## src/rtl/alu_issue_unit_if.sv

```systemverilog
// Instruction handshake and ALU port bundle for alu_issue_unit.
// The slave modport is the issue unit; the master modport is the fetch/decode side plus the ALU.
interface alu_issue_unit_if #(
    parameter int unsigned WORD_SIZE = 8
) ();

    logic                 instr_valid;
    logic                 instr_ready;
    logic [3:0]           instr_op;
    logic [1:0]           instr_dst;
    logic [1:0]           instr_src;
    logic [WORD_SIZE-1:0] instr_imm;
    logic                 instr_use_imm;

    logic [WORD_SIZE-1:0] alu_a;
    logic [WORD_SIZE-1:0] alu_b;
    logic [3:0]           alu_mode;
    logic [WORD_SIZE-1:0] alu_c;
    logic [7:0]           alu_flags;

    modport master (
        output instr_valid,
        output instr_op,
        output instr_dst,
        output instr_src,
        output instr_imm,
        output instr_use_imm,
        input  instr_ready,
        input  alu_a,
        input  alu_b,
        input  alu_mode,
        output alu_c,
        output alu_flags
    );

    modport slave (
        input  instr_valid,
        input  instr_op,
        input  instr_dst,
        input  instr_src,
        input  instr_imm,
        input  instr_use_imm,
        output instr_ready,
        output alu_a,
        output alu_b,
        output alu_mode,
        input  alu_c,
        input  alu_flags
    );

endinterface

```

## src/rtl/alu_issue_unit.sv

```systemverilog
// Execute-stage issue controller: owns a 4-entry register file and drives an external ALU.
// Define ALU_ISSUE_FAST_EN to drop the SAMPLE state (capture at end of DRIVE, 3-cycle issue).
module alu_issue_unit #(
    parameter int unsigned WORD_SIZE = 8
) (
    input  logic                 clk,
    input  logic                 rst,
    alu_issue_unit_if.slave      bus,
    output logic                 wb_valid_o,
    output logic [1:0]           wb_reg_o,
    output logic [WORD_SIZE-1:0] wb_data_o,
    output logic [7:0]           flags_q_o,
    input  logic [1:0]           rd_sel_i,
    output logic [WORD_SIZE-1:0] rd_data_o
);

    typedef enum logic [1:0] {StIdle, StDrive, StSample, StWb} state_e;

    localparam logic [3:0] OpNop   = 4'd0;
    localparam logic [3:0] OpCmp   = 4'd2;
    localparam logic [3:0] OpTest  = 4'd3;
    localparam logic [3:0] OpClear = 4'd15;

    state_e               state_q, state_d;
    logic                 live_q;
    logic [3:0]           op_q, op_d;
    logic [1:0]           dst_q, dst_d;
    logic [WORD_SIZE-1:0] a_q, a_d;
    logic [WORD_SIZE-1:0] b_q, b_d;
    logic [WORD_SIZE-1:0] c_q, c_d;
    logic [7:0]           cflags_q, cflags_d;
    logic [7:0]           flags_q, flags_d;
    logic [WORD_SIZE-1:0] regs_q [4];

    logic accept;
    logic drive_en;
    logic capture;
    logic wr_en;
    logic op_writes;

    // live_q keeps instr_ready low while rst is asserted and until the first edge after release.
    assign bus.instr_ready = live_q && (state_q == StIdle);
    assign accept          = bus.instr_valid && bus.instr_ready;
    assign drive_en        = (state_q == StDrive) || (state_q == StSample);

`ifdef ALU_ISSUE_FAST_EN
    assign capture = (state_q == StDrive);
`else
    assign capture = (state_q == StSample);
`endif

    assign op_writes = !((op_q == OpNop) || (op_q == OpCmp) ||
                         (op_q == OpTest) || (op_q == OpClear));
    assign wr_en     = (state_q == StWb) && op_writes;

    always_comb begin
        state_d  = state_q;
        op_d     = op_q;
        dst_d    = dst_q;
        a_d      = a_q;
        b_d      = b_q;
        c_d      = c_q;
        cflags_d = cflags_q;
        flags_d  = flags_q;

        unique case (state_q)
            StIdle: begin
                if (accept) begin
                    state_d = StDrive;
                    op_d    = bus.instr_op;
                    dst_d   = bus.instr_dst;
                    a_d     = regs_q[bus.instr_dst];
                    b_d     = bus.instr_use_imm ? bus.instr_imm : regs_q[bus.instr_src];
                end
            end
            StDrive: begin
`ifdef ALU_ISSUE_FAST_EN
                state_d = StWb;
`else
                state_d = StSample;
`endif
            end
            StSample: begin
                state_d = StWb;
            end
            StWb: begin
                state_d = StIdle;
                case (op_q)
                    OpNop:   flags_d = flags_q;
                    OpClear: flags_d = 8'h00;
                    // TEST only reports Z and S; C and O are forced clear.
                    OpTest:  flags_d = {cflags_q[7:6], 6'b000000};
                    default: flags_d = cflags_q;
                endcase
            end
            default: begin
                state_d = StIdle;
            end
        endcase

        if (capture) begin
            c_d      = bus.alu_c;
            cflags_d = bus.alu_flags;
        end
    end

    always_ff @(posedge clk or posedge rst) begin
        if (rst) begin
            state_q  <= StIdle;
            live_q   <= 1'b0;
            op_q     <= OpNop;
            dst_q    <= 2'd0;
            a_q      <= '0;
            b_q      <= '0;
            c_q      <= '0;
            cflags_q <= 8'h00;
            flags_q  <= 8'h00;
            for (int i = 0; i < 4; i++) begin
                regs_q[i] <= '0;
            end
        end else begin
            state_q  <= state_d;
            live_q   <= 1'b1;
            op_q     <= op_d;
            dst_q    <= dst_d;
            a_q      <= a_d;
            b_q      <= b_d;
            c_q      <= c_d;
            cflags_q <= cflags_d;
            flags_q  <= flags_d;
            if (wr_en) begin
                regs_q[dst_q] <= c_q;
            end
        end
    end

    // Ports are decoded from state so an asynchronous reset returns them to NOP at once.
    assign bus.alu_a    = drive_en ? a_q : '0;
    assign bus.alu_b    = drive_en ? b_q : '0;
    assign bus.alu_mode = drive_en ? op_q : OpNop;

    assign wb_valid_o = wr_en;
    assign wb_reg_o   = wr_en ? dst_q : 2'd0;
    assign wb_data_o  = wr_en ? c_q : '0;
    assign flags_q_o  = flags_q;
    assign rd_data_o  = regs_q[rd_sel_i];

endmodule

```

## src/flat_wrapper.sv

```systemverilog
// flat-port wrapper written by rule: the top's interface ports become plain ports
module alu_issue_unit_flat 
#(
    parameter int unsigned WORD_SIZE = 8
)
  (clk, rst, wb_valid_o, wb_reg_o, wb_data_o, flags_q_o, rd_sel_i, rd_data_o, bus_instr_valid, bus_instr_op, bus_instr_dst, bus_instr_src, bus_instr_imm, bus_instr_use_imm, bus_instr_ready, bus_alu_a, bus_alu_b, bus_alu_mode, bus_alu_c, bus_alu_flags);
  alu_issue_unit_if #(.WORD_SIZE(WORD_SIZE)) bus_i ();
  input  logic clk;
  input  logic rst;
  output logic wb_valid_o;
  output logic [1:0] wb_reg_o;
  output logic [WORD_SIZE-1:0] wb_data_o;
  output logic [7:0] flags_q_o;
  input  logic [1:0] rd_sel_i;
  output logic [WORD_SIZE-1:0] rd_data_o;
  input wire logic [$bits(bus_i.instr_valid)-1:0] bus_instr_valid;
  input wire logic [$bits(bus_i.instr_op)-1:0] bus_instr_op;
  input wire logic [$bits(bus_i.instr_dst)-1:0] bus_instr_dst;
  input wire logic [$bits(bus_i.instr_src)-1:0] bus_instr_src;
  input wire logic [$bits(bus_i.instr_imm)-1:0] bus_instr_imm;
  input wire logic [$bits(bus_i.instr_use_imm)-1:0] bus_instr_use_imm;
  output wire logic [$bits(bus_i.instr_ready)-1:0] bus_instr_ready;
  output wire logic [$bits(bus_i.alu_a)-1:0] bus_alu_a;
  output wire logic [$bits(bus_i.alu_b)-1:0] bus_alu_b;
  output wire logic [$bits(bus_i.alu_mode)-1:0] bus_alu_mode;
  input wire logic [$bits(bus_i.alu_c)-1:0] bus_alu_c;
  input wire logic [$bits(bus_i.alu_flags)-1:0] bus_alu_flags;
  assign bus_i.instr_valid = bus_instr_valid;
  assign bus_i.instr_op = bus_instr_op;
  assign bus_i.instr_dst = bus_instr_dst;
  assign bus_i.instr_src = bus_instr_src;
  assign bus_i.instr_imm = bus_instr_imm;
  assign bus_i.instr_use_imm = bus_instr_use_imm;
  assign bus_instr_ready = bus_i.instr_ready;
  assign bus_alu_a = bus_i.alu_a;
  assign bus_alu_b = bus_i.alu_b;
  assign bus_alu_mode = bus_i.alu_mode;
  assign bus_i.alu_c = bus_alu_c;
  assign bus_i.alu_flags = bus_alu_flags;
  alu_issue_unit #(.WORD_SIZE(WORD_SIZE)) u_core (.clk(clk), .rst(rst), .bus(bus_i), .wb_valid_o(wb_valid_o), .wb_reg_o(wb_reg_o), .wb_data_o(wb_data_o), .flags_q_o(flags_q_o), .rd_sel_i(rd_sel_i), .rd_data_o(rd_data_o));
endmodule
```

## config.mk

```make
export PLATFORM = sky130hd
export DESIGN_NAME = alu_issue_unit_flat
export DESIGN_NICKNAME = d
export VERILOG_FILES = /design/src/rtl/alu_issue_unit_if.sv /design/src/rtl/alu_issue_unit.sv /design/src/flat_wrapper.sv
export SDC_FILE = /design/constraint.sdc
export NUM_CORES = 1
export LEC_CHECK = 0
export CORE_ASPECT_RATIO = 1.1
export CORE_MARGIN = 4
export CORE_UTILIZATION = 55
export DETAILED_ROUTE_END_ITERATION = 8
export PLACE_DENSITY = 0.95
export SYNTH_ARGS = -nofsm -noshare
export SYNTH_HDL_FRONTEND = slang
export SYNTH_SLANG_ARGS = --single-unit
```

## constraint.sdc

```tcl
create_clock -name clk -period 3.9 [get_ports clk]
set_input_delay 0.78 -clock clk [delete_from_list [all_inputs] [get_ports clk]]
set_output_delay 0.78 -clock clk [all_outputs]
set_load 0.005 [all_outputs]
```

==> impl_metrics.toml, run 1 <==
[global_route]
grt_overflow_total = 0
grt_max_degree = 46
antenna_found_initial = 0
first_global_vias = 3179
grt_util_all_layers_pct = 24.6
grt_pass1_wl_um = 17000

[routing]
drtAntennaViolNets = 0
vias = 3050
met3WireLength_um = 737
top_layer = "met4"
wl_per_cell_um = 21.3
drt-initial-drc-count = 280
wl_met1_um = 3860
route.detailed.drc = 0
dr_wl_met2_um = 5560
wl_um = 10500
drt_pre_antenna_iters = 5
vias_per_cell = 6.21

[yosys]
ys_types = 27
synth_edf_count = 0
synth-async-reset-ratio_pct = 100
synth_nets = 363
yosysWarnings = 0
synthTopCellsByArea = "dfrtp_1 (50%), mux2_2 (18%), mux4_2 (8.8%)"
ys_seq_area_share_pct = 49.6
synth_top_area_share_pct = 49.6
syn_area_um2 = 4090
synth_largest_area_cell = "dfrtp_1"
netlist_instances = 321
synthFlopType = "dfrtp_1"
synth.avg_cell_area_um2 = 12.7
synth.ff_latch_count = 81

[final_layout]
fin_cells = 491
fin_nets = 443
area_growth_pct = 27.7
diodes = 0
final_layout_size_suffix_gt1_share_pct = 26.8
postLayoutCoreUtil_pct = 73.2
most-common-layout-cells = "clkdlybuf4s50_1 (85), dfrtp_1 (81), mux2_2 (65), nand2_1 (47), and2_1 (32)"
final_common_cell = "clkdlybuf4s50_1"

[setup_path]
r2r_cells = 5
critPathMaxFanout = 11
cp.required_ns = 3.12
worstSetupStartpointType = "register"
crit_chain = "ha_1, o211a_1, and2_1, clkdlybuf4s50_1"
crit_family = "compound AO/OA/AOI/OAI gates"
slowest_stage = "o211a_1"
cp-end-kind = "output pin"
crit_type = "register to output pin"
worstReg2RegEnd = "u_core.b_q[6]"
cp_slowest_stage_delay_ns = 0.55
cp.buffers_inverters = 1
reg2reg_slack_ns = 1.82
r2r-start = "u_core.state_q[0]"
cp.arrival_ns = 2.50

[timing]
setup_viol = 0
setup_tns_ns = 0
period_needed_ns = 3.28
clock-skew-final_ns = 0.00826
max_clock_freq_mhz = 305
grt_setup_unrepaired = "no"
hold_violations = 0
max-slew-margin-rel_pct = 22.3
report.final.slew_viol_count = 0
whs_ns = 0.478
tightest_slew_ns = 1.17
post-route-period-util_pct = 84.0

[status]
status = "completed"

[power_and_ir_drop]
power.density_nw_per_um2 = 804
ir_worst_vdd_uv = 488
p_leak_nw = 2.24

[clock_tree]
numClockSinks = 81
htreeDepth = 3
cts_made_buffers = 9
clockBufferDepth = 2
path_clk_slew_ns = 0.08
ctsHoldBuffers = 0
cts_resized = 0
cts_setup_buffers = 0
cts_root_buffer = "clkbuf_8"
insertion_delay_ns = 0.35
cts_tree = "done"

[floorplan]
die_x_um = 90.2
coreArea_um2 = 7130
ios = 86
die_height_um = 98.4
initial_core_util_pct = 57.3
rows = 32
die_area_um2 = 8870

[worst_hold_path]
hp-class = "register to register"
min-delay-start = "u_core.a_q[7]"
worstHoldPathCells = 2
holdPathEnd = "u_core.a_q[7]"

[run]
cap_violations = 0

[placement]
port_buffers = 85
dpl.hpwl_um = 6920
dp.cells = 475
place_congestion = 0.861
Yosys cell counts, types with 3 or more instances:
library cell,instances
inv_1,3
nand2_1,47
nor2_1,11
a21oi_1,8
buf_2,7
mux2_2,65
and2_1,32
a22o_1,6
o2111ai_4,4
nor2b_1,5
buf_1,4
a222oi_1,8
dfrtp_1,81
clkbuf_1,8
ha_1,4
mux4_2,16
layer usage:
metal,vias to the layer above,global-route usage (%)
li1,1312,-
met1,1543,29.9
met2,158,42.6
met3,37,4.31
met4,0,11.4
met5,-,0
layout make-up:
type	instances	area, um2
clock buffer	11	151
clock inverter	5	77.6
fill	462	1910
inverter	3	12.5
multi-input combinational	217	1960
sequential	81	2030
tap	85	106
timing repair buffer	89	881
tightest hold or removal path: cells and delay by family, from the launching register on:
kind	cells	cell delay (ns)
flip-flops	1	0.35
AND/OR/NAND/NOR	2	0.10
registers in the layout, summed over array words and instances (netlist names):
register          count
u_core.op_q           4
u_core.flags_q_o      8
u_core.cflags_q       8
u_core.dst_q          2
u_core.state_q        2
u_core.c_q            8
u_core.b_q            8
u_core.live_q         1
u_core.regs_q        32
u_core.a_q            8
cell families (layout without fill, tap and decap cells):
family | count (synthesis) | in the layout | share of synthesized area, %
simple gates | 99 | 99 | 11.7
mux | 82 | 82 | 27.0
flops | 81 | 81 | 49.6
compound gates | 31 | 31 | 7.93
buf+inv | 23 | 108 | 2.42
fa+ha+maj | 4 | 4 | 1.23
other cells | 1 | 1 | 0.0918
power breakdown:
part | leakage (nW) | switching [W] | total [W] | internal [W]
Clock | 0.115 | 0.000303 | 0.000696 | 0.000393
Combinational | 1.13 | 0.000756 | 0.00189 | 0.00113
Sequential | 0.989 | 0.000374 | 0.00161 | 0.00124
through the flow:
step	instance area, um2	total power, W	setup WS, ns
floorplan	4090	0.00262	1.04
global placement	4990	0.00337	0.672
detailed placement	4990	0.00348	0.663
CTS	5220	0.00420	0.592
global route	5220	0.00443	0.498
finish	5220	0.00420	0.623
worst max path at each step:
stage | from | to | slack (ns) | cells after the start
final | u_core.state_q[1] | wb_reg_o[1] | 0.62 | 4
after global routing | u_core.state_q[1] | wb_reg_o[0] | 0.50 | 4
after CTS | u_core.state_q[1] | wb_reg_o[0] | 0.59 | 4
after detailed placement | rd_sel_i[0] | rd_data_o[7] | 0.66 | 4
after global placement | rd_sel_i[0] | rd_data_o[7] | 0.67 | 4
after floorplan | rst | u_core.a_q[0] | 1.04 | 1
Note: power is estimated with default switching activity, not from simulation.
==> inputs of run 2 (changes only) <==
--- a/config.mk
+++ b/config.mk
@@ -7,9 +7,9 @@
 export LEC_CHECK = 0
 export CORE_ASPECT_RATIO = 1.1
 export CORE_MARGIN = 4
-export CORE_UTILIZATION = 55
+export CORE_UTILIZATION = 51
 export DETAILED_ROUTE_END_ITERATION = 8
-export PLACE_DENSITY = 0.95
+export PLACE_DENSITY = 0.9
 export SYNTH_ARGS = -nofsm -noshare
 export SYNTH_HDL_FRONTEND = slang
 export SYNTH_SLANG_ARGS = --single-unit
==> constraint.sdc (replaced) <==
create_clock -name clk -period 3.3 [get_ports clk]
set_input_delay 0.66 -clock clk [delete_from_list [all_inputs] [get_ports clk]]
set_output_delay 0.66 -clock clk [all_outputs]
set_load 0.005 [all_outputs]
==> impl_metrics.toml, run 2 (synthesis gave the netlist of run 1 again) <==
[global_route]
grt_overflow_total = 0
use_met3_pct = 4.86
antenna_found_initial = 0
gr-usage-met2_pct = 38.8
grt_util_all_layers_pct = 23.1
use_met1_pct = 28.7
grt_pass1_wl_um = 16600
top_usage_layer = "met2"
first_global_vias = 3136
grt_max_degree = 43

[routing]
vias = 2981
drtAntennaViolNets = 0
drt-initial-drc-count = 230
vias_per_cell = 5.81
wl_um = 10200
route.detailed.drc = 0
wl_per_cell_um = 19.9
drt_pre_antenna_iters = 7

[clock_tree]
clockBufferDepth = 2
htreeDepth = 3
path_clk_slew_ns = 0.09
numClockSinks = 81
cts_made_buffers = 9
ctsHoldBuffers = 0
insertion_delay_ns = 0.36
cts_root_buffer = "clkbuf_8"
cts_resized = 0
cts_setup_buffers = 0
cts_tree = "done"

[final_layout]
final_common_cell = "clkdlybuf4s50_1"
fillers = 525
largest_reg_flops = 32
final_layout_size_suffix_gt1_share_pct = 27.2
top_register = "u_core.regs_q"
stdcell_area_um2 = 5260
seq_area_um2 = 2030
fin_nets = 445
fin_cells = 513
diodes = 0
multiInputGateArea_um2 = 1960
most-common-layout-cells = "clkdlybuf4s50_1 (85), dfrtp_1 (81), mux2_2 (65), nand2_1 (47), and2_1 (32)"
area_growth_pct = 28.7

[timing]
clock-skew-final_ns = 0.00980
report.final.slew_viol_count = 0
tightest_slew_ns = 0.993
period_needed_ns = 3.03
max_clock_freq_mhz = 330
setup_tns_ns = 0
max-slew-margin-rel_pct = 33.8
grt_setup_unrepaired = "no"
setup_viol = 0
hold_violations = 0
post-route-period-util_pct = 91.9

[power_and_ir_drop]
comb_power_share_pct = 45.4
power.density_nw_per_um2 = 935
switching_share_pct = 34.3
p_int_w = 0.00323
p_switching_w = 0.00168
pwr-share-seq_pct = 38.4
p_leak_nw = 2.24
ir_worst_vdd_uv = 543
power.share.clock_pct = 16.2

[floorplan]
rows = 33
die_area_um2 = 9510
initial_core_util_pct = 53.5
die_height_um = 102
ios = 86
die_x_um = 93.3
coreArea_um2 = 7640

[setup_path]
cp.buffers_inverters = 1
cp_slowest_stage_delay_ns = 0.47
crit_chain = "or2_2, o211a_1, and2_1, clkdlybuf4s50_1"
cp.arrival_ns = 2.37
cp-end-kind = "output pin"
crit_family = "simple AND/OR/NAND/NOR gates"
crit_type = "register to output pin"
reg2reg_slack_ns = 1.32
r2r_cells = 5
critPathMaxFanout = 11
worstReg2RegEnd = "u_core.state_q[1]"
startpoint = "u_core.op_q[3]"
cp.depth = 4
r2r-start = "u_core.state_q[0]"
cp.required_ns = 2.64
worstSetupStartpointType = "register"
slowest_stage = "clkdlybuf4s50_1"
endpoint = "wb_data_o[5]"

[placement]
placed_area_um2 = 5040
dp.cells = 497
dpl.hpwl_um = 7180
port_buffers = 85
place_congestion = 0.883

[worst_hold_path]
worstHoldPathCells = 2
hp-class = "register to register"

[run]
cap_violations = 0

[status]
status = "completed"
==> run 2: cell types whose count changed in the layout (fill, tap and decap cells not counted), sizes merged <==
cell      change
buf           +2
clkbuf        -2
clkinvlp      +1
inv           +1
==> run 2: how the worst min path moves through the flow <==
stage / end / startpoint
global placement: u_core.a_q[6] / u_core.a_q[6]
global route: u_core.a_q[5] / u_core.a_q[5]
detailed placement: u_core.a_q[4] / u_core.a_q[4]
finish: u_core.a_q[4] / u_core.a_q[4]
CTS: u_core.a_q[4] / u_core.a_q[4]
floorplan: u_core.a_q[0] / u_core.a_q[0]
==> run 2: cell type report <==
cell class / instances / share of cell area (%)
clock buffers: 9 / 2.36
clock inverters: 7 / 1.79
inverters: 3 / 0.238
multi-input cells: 217 / 37.3
flip-flops and latches: 81 / 38.6
well taps: 105 / 2.50
repair buffers: 91 / 17.3
==> run 2: routing by layer <==
metal	share of wire, %	up-vias
met5	0	-
met4	2.7	0
met3	7.1	26
met2	50	125
met1	40	1510
li1	-	1320
==> run 2: worst register-to-register path, delay by kind of cell, from the launching register on <==
family | cells | cell delay (ns)
buffers and inverters | 1 | 0.13
adders and majority gates | 1 | 0.22
muxes | 1 | 0.36
and+or+nand+nor | 2 | 0.77
DFF | 1 | 0.39
==> run 2: stage by stage <==
stage | util (%) | worst slack (ns) | hold slack [ns] | power (W)
floorplan | - | 0.560 | 0.438 | 0.00310
global placement | 66.0 | 0.306 | 0.456 | 0.00399
detailed placement | 66.0 | 0.301 | 0.461 | 0.00413
CTS | 68.8 | 0.248 | 0.482 | 0.00493
global route | 68.8 | 0.158 | 0.509 | 0.00523
finish | 68.8 | 0.269 | 0.480 | 0.00492
==> run 2: power by group through the flow <==
stage / clock network (W) / registers (W) / logic, W
floorplan: 0 / 0.00175 / 0.00135
global placement: 0 / 0.00185 / 0.00214
detailed placement: 0 / 0.00189 / 0.00223
CTS: 0.000810 / 0.00188 / 0.00225
global route: 0.000843 / 0.00195 / 0.00243
finish: 0.000798 / 0.00189 / 0.00223
==> inputs of run 3 (changes only) <==
--- a/config.mk
+++ b/config.mk
@@ -7,9 +7,9 @@
 export LEC_CHECK = 0
 export CORE_ASPECT_RATIO = 1.1
 export CORE_MARGIN = 4
-export CORE_UTILIZATION = 51
+export CORE_UTILIZATION = 25
 export DETAILED_ROUTE_END_ITERATION = 8
-export PLACE_DENSITY = 0.9
+export PLACE_DENSITY = 0.55
 export SYNTH_ARGS = -nofsm -noshare
 export SYNTH_HDL_FRONTEND = slang
 export SYNTH_SLANG_ARGS = --single-unit
==> impl_metrics.toml, run 3 (synthesis gave the netlist of run 1 again) <==
[status]
status = "completed"

[power_and_ir_drop]
power.share.clock_pct = 18.9
switching_share_pct = 33.3
comb_power_share_pct = 44.4
power.density_nw_per_um2 = 926
p_leak_nw = 2.30
ir_worst_vdd_uv = 345
pwr-share-seq_pct = 36.8
p_switching_w = 0.00169
p_int_w = 0.00339

[placement]
port_buffers = 85
place_congestion = 0.728
dpl.hpwl_um = 7860

[clock_tree]
cts_made_buffers = 9
ctsHoldBuffers = 0
path_clk_slew_ns = 0.06
cts_setup_buffers = 0
insertion_delay_ns = 0.34
cts_tree = "done"
cts_root_buffer = "clkbuf_16"
htreeDepth = 3
clockBufferDepth = 2
numClockSinks = 81
cts_resized = 0

[final_layout]
fillers = 1610
final_common_cell = "clkdlybuf4s50_1"
fin_nets = 450
largest_reg_flops = 32
most-common-layout-cells = "clkdlybuf4s50_1 (85), dfrtp_1 (81), mux2_2 (65), nand2_1 (47), and2_1 (32)"
top_register = "u_core.regs_q"
area_growth_pct = 34.4
diodes = 0
multiInputGateArea_um2 = 1960
final_layout_size_suffix_gt1_share_pct = 27.7
seq_area_um2 = 2030
postLayoutCoreUtil_pct = 34.6

[timing]
setup_tns_ns = 0
setup_viol = 0
report.final.slew_viol_count = 0
period_needed_ns = 3.02
grt_setup_unrepaired = "no"
post-route-period-util_pct = 91.5
max_clock_freq_mhz = 331
hold_violations = 0
max-slew-margin-rel_pct = 35.4
clock-skew-final_ns = 0.00647
tightest_slew_ns = 0.959

[routing]
wl_um = 11100
vias_per_cell = 4.69
vias = 2873
route.detailed.drc = 0
drtAntennaViolNets = 0
drt-initial-drc-count = 148
drt_pre_antenna_iters = 8
wl_per_cell_um = 18.1

[global_route]
grt_util_all_layers_pct = 12.5
first_global_vias = 2953
grt_max_degree = 82
grt_pass1_wl_um = 17300
antenna_found_initial = 0
grt_overflow_total = 0

[floorplan]
ios = 86
die_x_um = 130
coreArea_um2 = 15900
rows = 48
initial_core_util_pct = 25.8
die_area_um2 = 18500
die_height_um = 142

[setup_path]
cp.buffers_inverters = 1
cp_slowest_stage_delay_ns = 0.46
crit_type = "register to output pin"
slowest_stage = "clkdlybuf4s50_1"
cp.arrival_ns = 2.36
crit_family = "simple AND/OR/NAND/NOR gates"
cp.required_ns = 2.64
cp-end-kind = "output pin"
worstSetupStartpointType = "register"
crit_chain = "or2_2, o211a_1, and2_1, clkdlybuf4s50_1"
critPathMaxFanout = 11

[worst_hold_path]
hp-class = "register to register"

[run]
cap_violations = 0
==> run 3: changes by cell type in the layout (fill, tap and decap cells not counted), sizes merged <==
cell	before	now
clkinvlp	2	1
inv	3	2
clkinv	3	2
buf	6	11
clkbuf	9	13
bufinv	2	0
==> run 3: metrics by stage <==
stage               setup WS (ns)  instance area, um2  hold WS, ns  power, W  cells
finish                      0.282                5490        0.469   0.00508    612
global route                0.150                5490        0.491   0.00543    612
CTS                         0.201                5490        0.474   0.00516    612
detailed placement          0.313                5210        0.460   0.00417    597
global placement            0.311                5210        0.454   0.00411    597
floorplan                   0.560                4090        0.438   0.00310    321
==> run 3: worst paths after layout <==
| path | start | endpoint | slack (ns) | depth (start not counted) |
|---|---|---|---|---|
| max | u_core.op_q[3] | wb_reg_o[1] | 0.28 | 4 |
| min | u_core.a_q[5] | u_core.a_q[5] | 0.47 | 2 |
| max reg2reg | u_core.op_q[3] | u_core.regs_q[28] | 1.48 | 3 |
| min reg2reg | u_core.a_q[5] | u_core.a_q[5] | 0.47 | 2 |
| max in group asynchronous | rst | u_core.live_q | 2.22 | 3 |
| min in group asynchronous | rst | u_core.c_q[2] | 0.74 | 3 |
==> run 3: metal layers <==
layer | routed length, um | part of all wire [%] | track usage (%)
met1 | 5170 | 47 | 17.4
met2 | 5190 | 47 | 19.3
met3 | 592 | 5.3 | 2.93
met4 | 147 | 1.3 | 3.61
met5 | 0 | 0 | 0
==> run 3: layout make-up <==
type	count	area share, %
clock inverter	2	0.228
sequential	81	36.9
multi-input combinational	217	35.7
clock buffer	13	4.92
timing repair buffer	96	17.5
inverter	3	0.228
tap	200	4.56
==> run 3: worst reg2reg max path, stage by stage (launching register included) <==
cell       delay [ns]
dfrtp_1          0.43
or2_2            0.43
o2111ai_4        0.46
mux2_2           0.39
==> run 3: power groups by stage <==
stage	registers, W	clock network, W	logic (W)
finish	0.00187	0.000959	0.00225
global route	0.00194	0.00102	0.00246
CTS	0.00187	0.000987	0.00230
detailed placement	0.00188	0	0.00229
global placement	0.00186	0	0.00225
floorplan	0.00175	0	0.00135
==> variant: new RTL, config.mk and constraints of run 3 <==
The option `ALU_ISSUE_FAST_EN` is turned on by a define.
--- a/src/rtl/alu_issue_unit.sv
+++ b/src/rtl/alu_issue_unit.sv
@@ -1,4 +1,6 @@
 // Execute-stage issue controller: owns a 4-entry register file and drives an external ALU.
 // Define ALU_ISSUE_FAST_EN to drop the SAMPLE state (capture at end of DRIVE, 3-cycle issue).
+`define ALU_ISSUE_FAST_EN
+
 module alu_issue_unit #(
     parameter int unsigned WORD_SIZE = 8
Function: changed (a bounded check fails within 4 cycles, from zero or initial values and one cycle with rst high).
==> variant against run 3 <==
Final area decreased by 0.25%. Sequential cell count unchanged. Clock skew increased by 1.6 ps. Maximum frequency shrank 1.5%. Wire length increased by 1.4%. Area after synthesis is essentially flat. Total power up 3.7%. Clock power is 1% lower. First-iteration DRC count is 16% higher. Worst setup slack worse by 45 ps. Register-to-register slack got worse by 50 ps. Combinational power rose by 6%. Largest power group unchanged.
==> variant: results (changes against run 3) <==
{
  "outcome": {
    "outcome": "completed"
  },
  "logic_synthesis": {
    "post_synth_main_area_contributors": "dfrtp_1 50%, mux2_2 18%, mux4_2 8.8%",
    "synth.yosys.warnings": {"value": 0, "change": "unchanged"},
    "synthDistinctLibCells": {"value": 27, "change": "unchanged"},
    "netlist_instances": {"value": 320, "change": "-0.31%"},
    "synthesized_nets": {"value": 362, "change": "-0.28%"},
    "ys_seq_area_frac": {"value": 0.4966, "change": "about the same"}
  },
  "place": {
    "routabilityCongestion": {"value": 0.7713, "change": "+5.9%"},
    "place.detailed.instances": {"value": 595, "change": "-0.34%"}
  },
  "global_routing": {
    "wire_length_of_the_first_global_routing_pass": {"value": 17680, "unit": "um", "change": "+2.0%"},
    "grt_max_degree": {"value": 61, "change": "-26%"},
    "gr-usage-all-layers": {"value": 0.1273, "change": "+0.002566"},
    "first_global_vias": {"value": 2976, "change": "+0.78%"}
  },
  "clocking": {
    "cts-root-buf": "clkbuf_16"
  },
  "pwr": {
    "leakagePower": {"value": 2.280, "unit": "nW", "change": "-1.0%"},
    "ir_drop": {"value": 0.2665, "unit": "mV", "change": "-23%"}
  },
  "finish": {
    "ratio_of_cells_with_drive_above_1_in_the_final_layout": {"value": 0.2798, "change": "+0.003106"},
    "instances_no_fill": {"value": 611, "change": "-0.16%"}
  },
  "setup_path": {
    "worst-endpoint-arrival": {"value": 2400, "unit": "ps", "change": "+40 ps"},
    "worst_r2r_startpoint": "u_core.state_q[1]$_DFFE_PP0P_"
  },
  "route": {
    "wl_per_cell": {"value": 18.42, "unit": "um", "change": "+1.6%"},
    "vias_per_cell": {"value": 4.756, "change": "+1.3%"},
    "detail_route.iter0.violations": {"value": 172, "change": "+16%"}
  },
  "worst_hold_path": {
    "worstHoldStart": "u_core.a_q[0]$_DFFE_PP0P_"
  },
  "sta": {
    "timing.clock.skew": {"value": 8.112, "unit": "ps", "change": "+1.647 ps"}
  }
}
[variant: changes by cell type in the layout (fill, tap and decap cells not counted)]
cell               run 3  this run
clkbuf_8               3         0
clkinv_4               0         2
inv_6                  0         2
buf_4                  9         8
clkbuf_1               1         0
clkinvlp_4             1         2
nor2_1                11        10
[variant: worst paths after layout]
kind,end,slack [ps],depth (start not counted)
worst max-delay path,wb_reg_o[0],240,4
min in group asynchronous,u_core.cflags_q[1]$_DFFE_PP0N_,640,2
worst max register to register,u_core.cflags_q[0]$_DFFE_PP0N_,1430,3
worst min register to register,u_core.a_q[0]$_DFFE_PP0P_,470,2
max in group asynchronous,u_core.c_q[0]$_DFFE_PP0N_,2010,3
worst min-delay path,u_core.a_q[0]$_DFFE_PP0P_,470,2
[variant: stage by stage]
step	hold slack (ps)	area, um2	setup slack [ps]
2_1_floorplan	438.0	4081	559.9
3_3_place_gp	455.7	5196	283.5
3_5_place_dp	455.1	5196	292.5
4_1_cts	471.4	5477	192.5
5_1_grt	487.0	5477	134.2
6_report	466.2	5477	236.9
[variant: area by class of cell]
| class | instances | area [um2] |
|---|---|---|
| clock buffers | 9 | 225.2 |
| clock inverters | 7 | 55.05 |
| fillers | 1618 | 10380 |
| inverters | 3 | 12.51 |
| multi-input cells | 216 | 1956 |
| flip-flops and latches | 81 | 2027 |
| well taps | 200 | 250.2 |
| repair buffers | 95 | 950.9 |
[variant: worst max-delay path, stage by stage (launching register included)]
cell,delay [ps]
dfrtp_1,430
or2_2,430
o211a_1,470
and2_1,270
clkdlybuf4s50_1,460
[variant: logic make-up after synthesis]
family | after synthesis | share of synthesized area
AND/OR/NAND/NOR | 98 | 0.1165
multiplexers | 82 | 0.2701
flip-flops | 81 | 0.4966
AO/OA/AOI/OAI | 31 | 0.07940
buffers and inverters | 23 | 0.02422
adder cells (fa/ha/maj) | 4 | 0.01226
other | 1 | 0.0009188
[variant: per-layer routing]
metal	wire, um	GRT usage	part of all wire
met5	0	0	0
met4	130	0.03720	0.012
met3	561	0.02778	0.050
met2	5364	0.1982	0.48
met1	5199	0.1785	0.46
[variant: power breakdown]
group / leakage, nW / switching (mW) / internal [mW]
Combinational: 1.17 / 0.946 / 1.44
Sequential: 0.982 / 0.442 / 1.49
Clock: 0.132 / 0.432 / 0.516
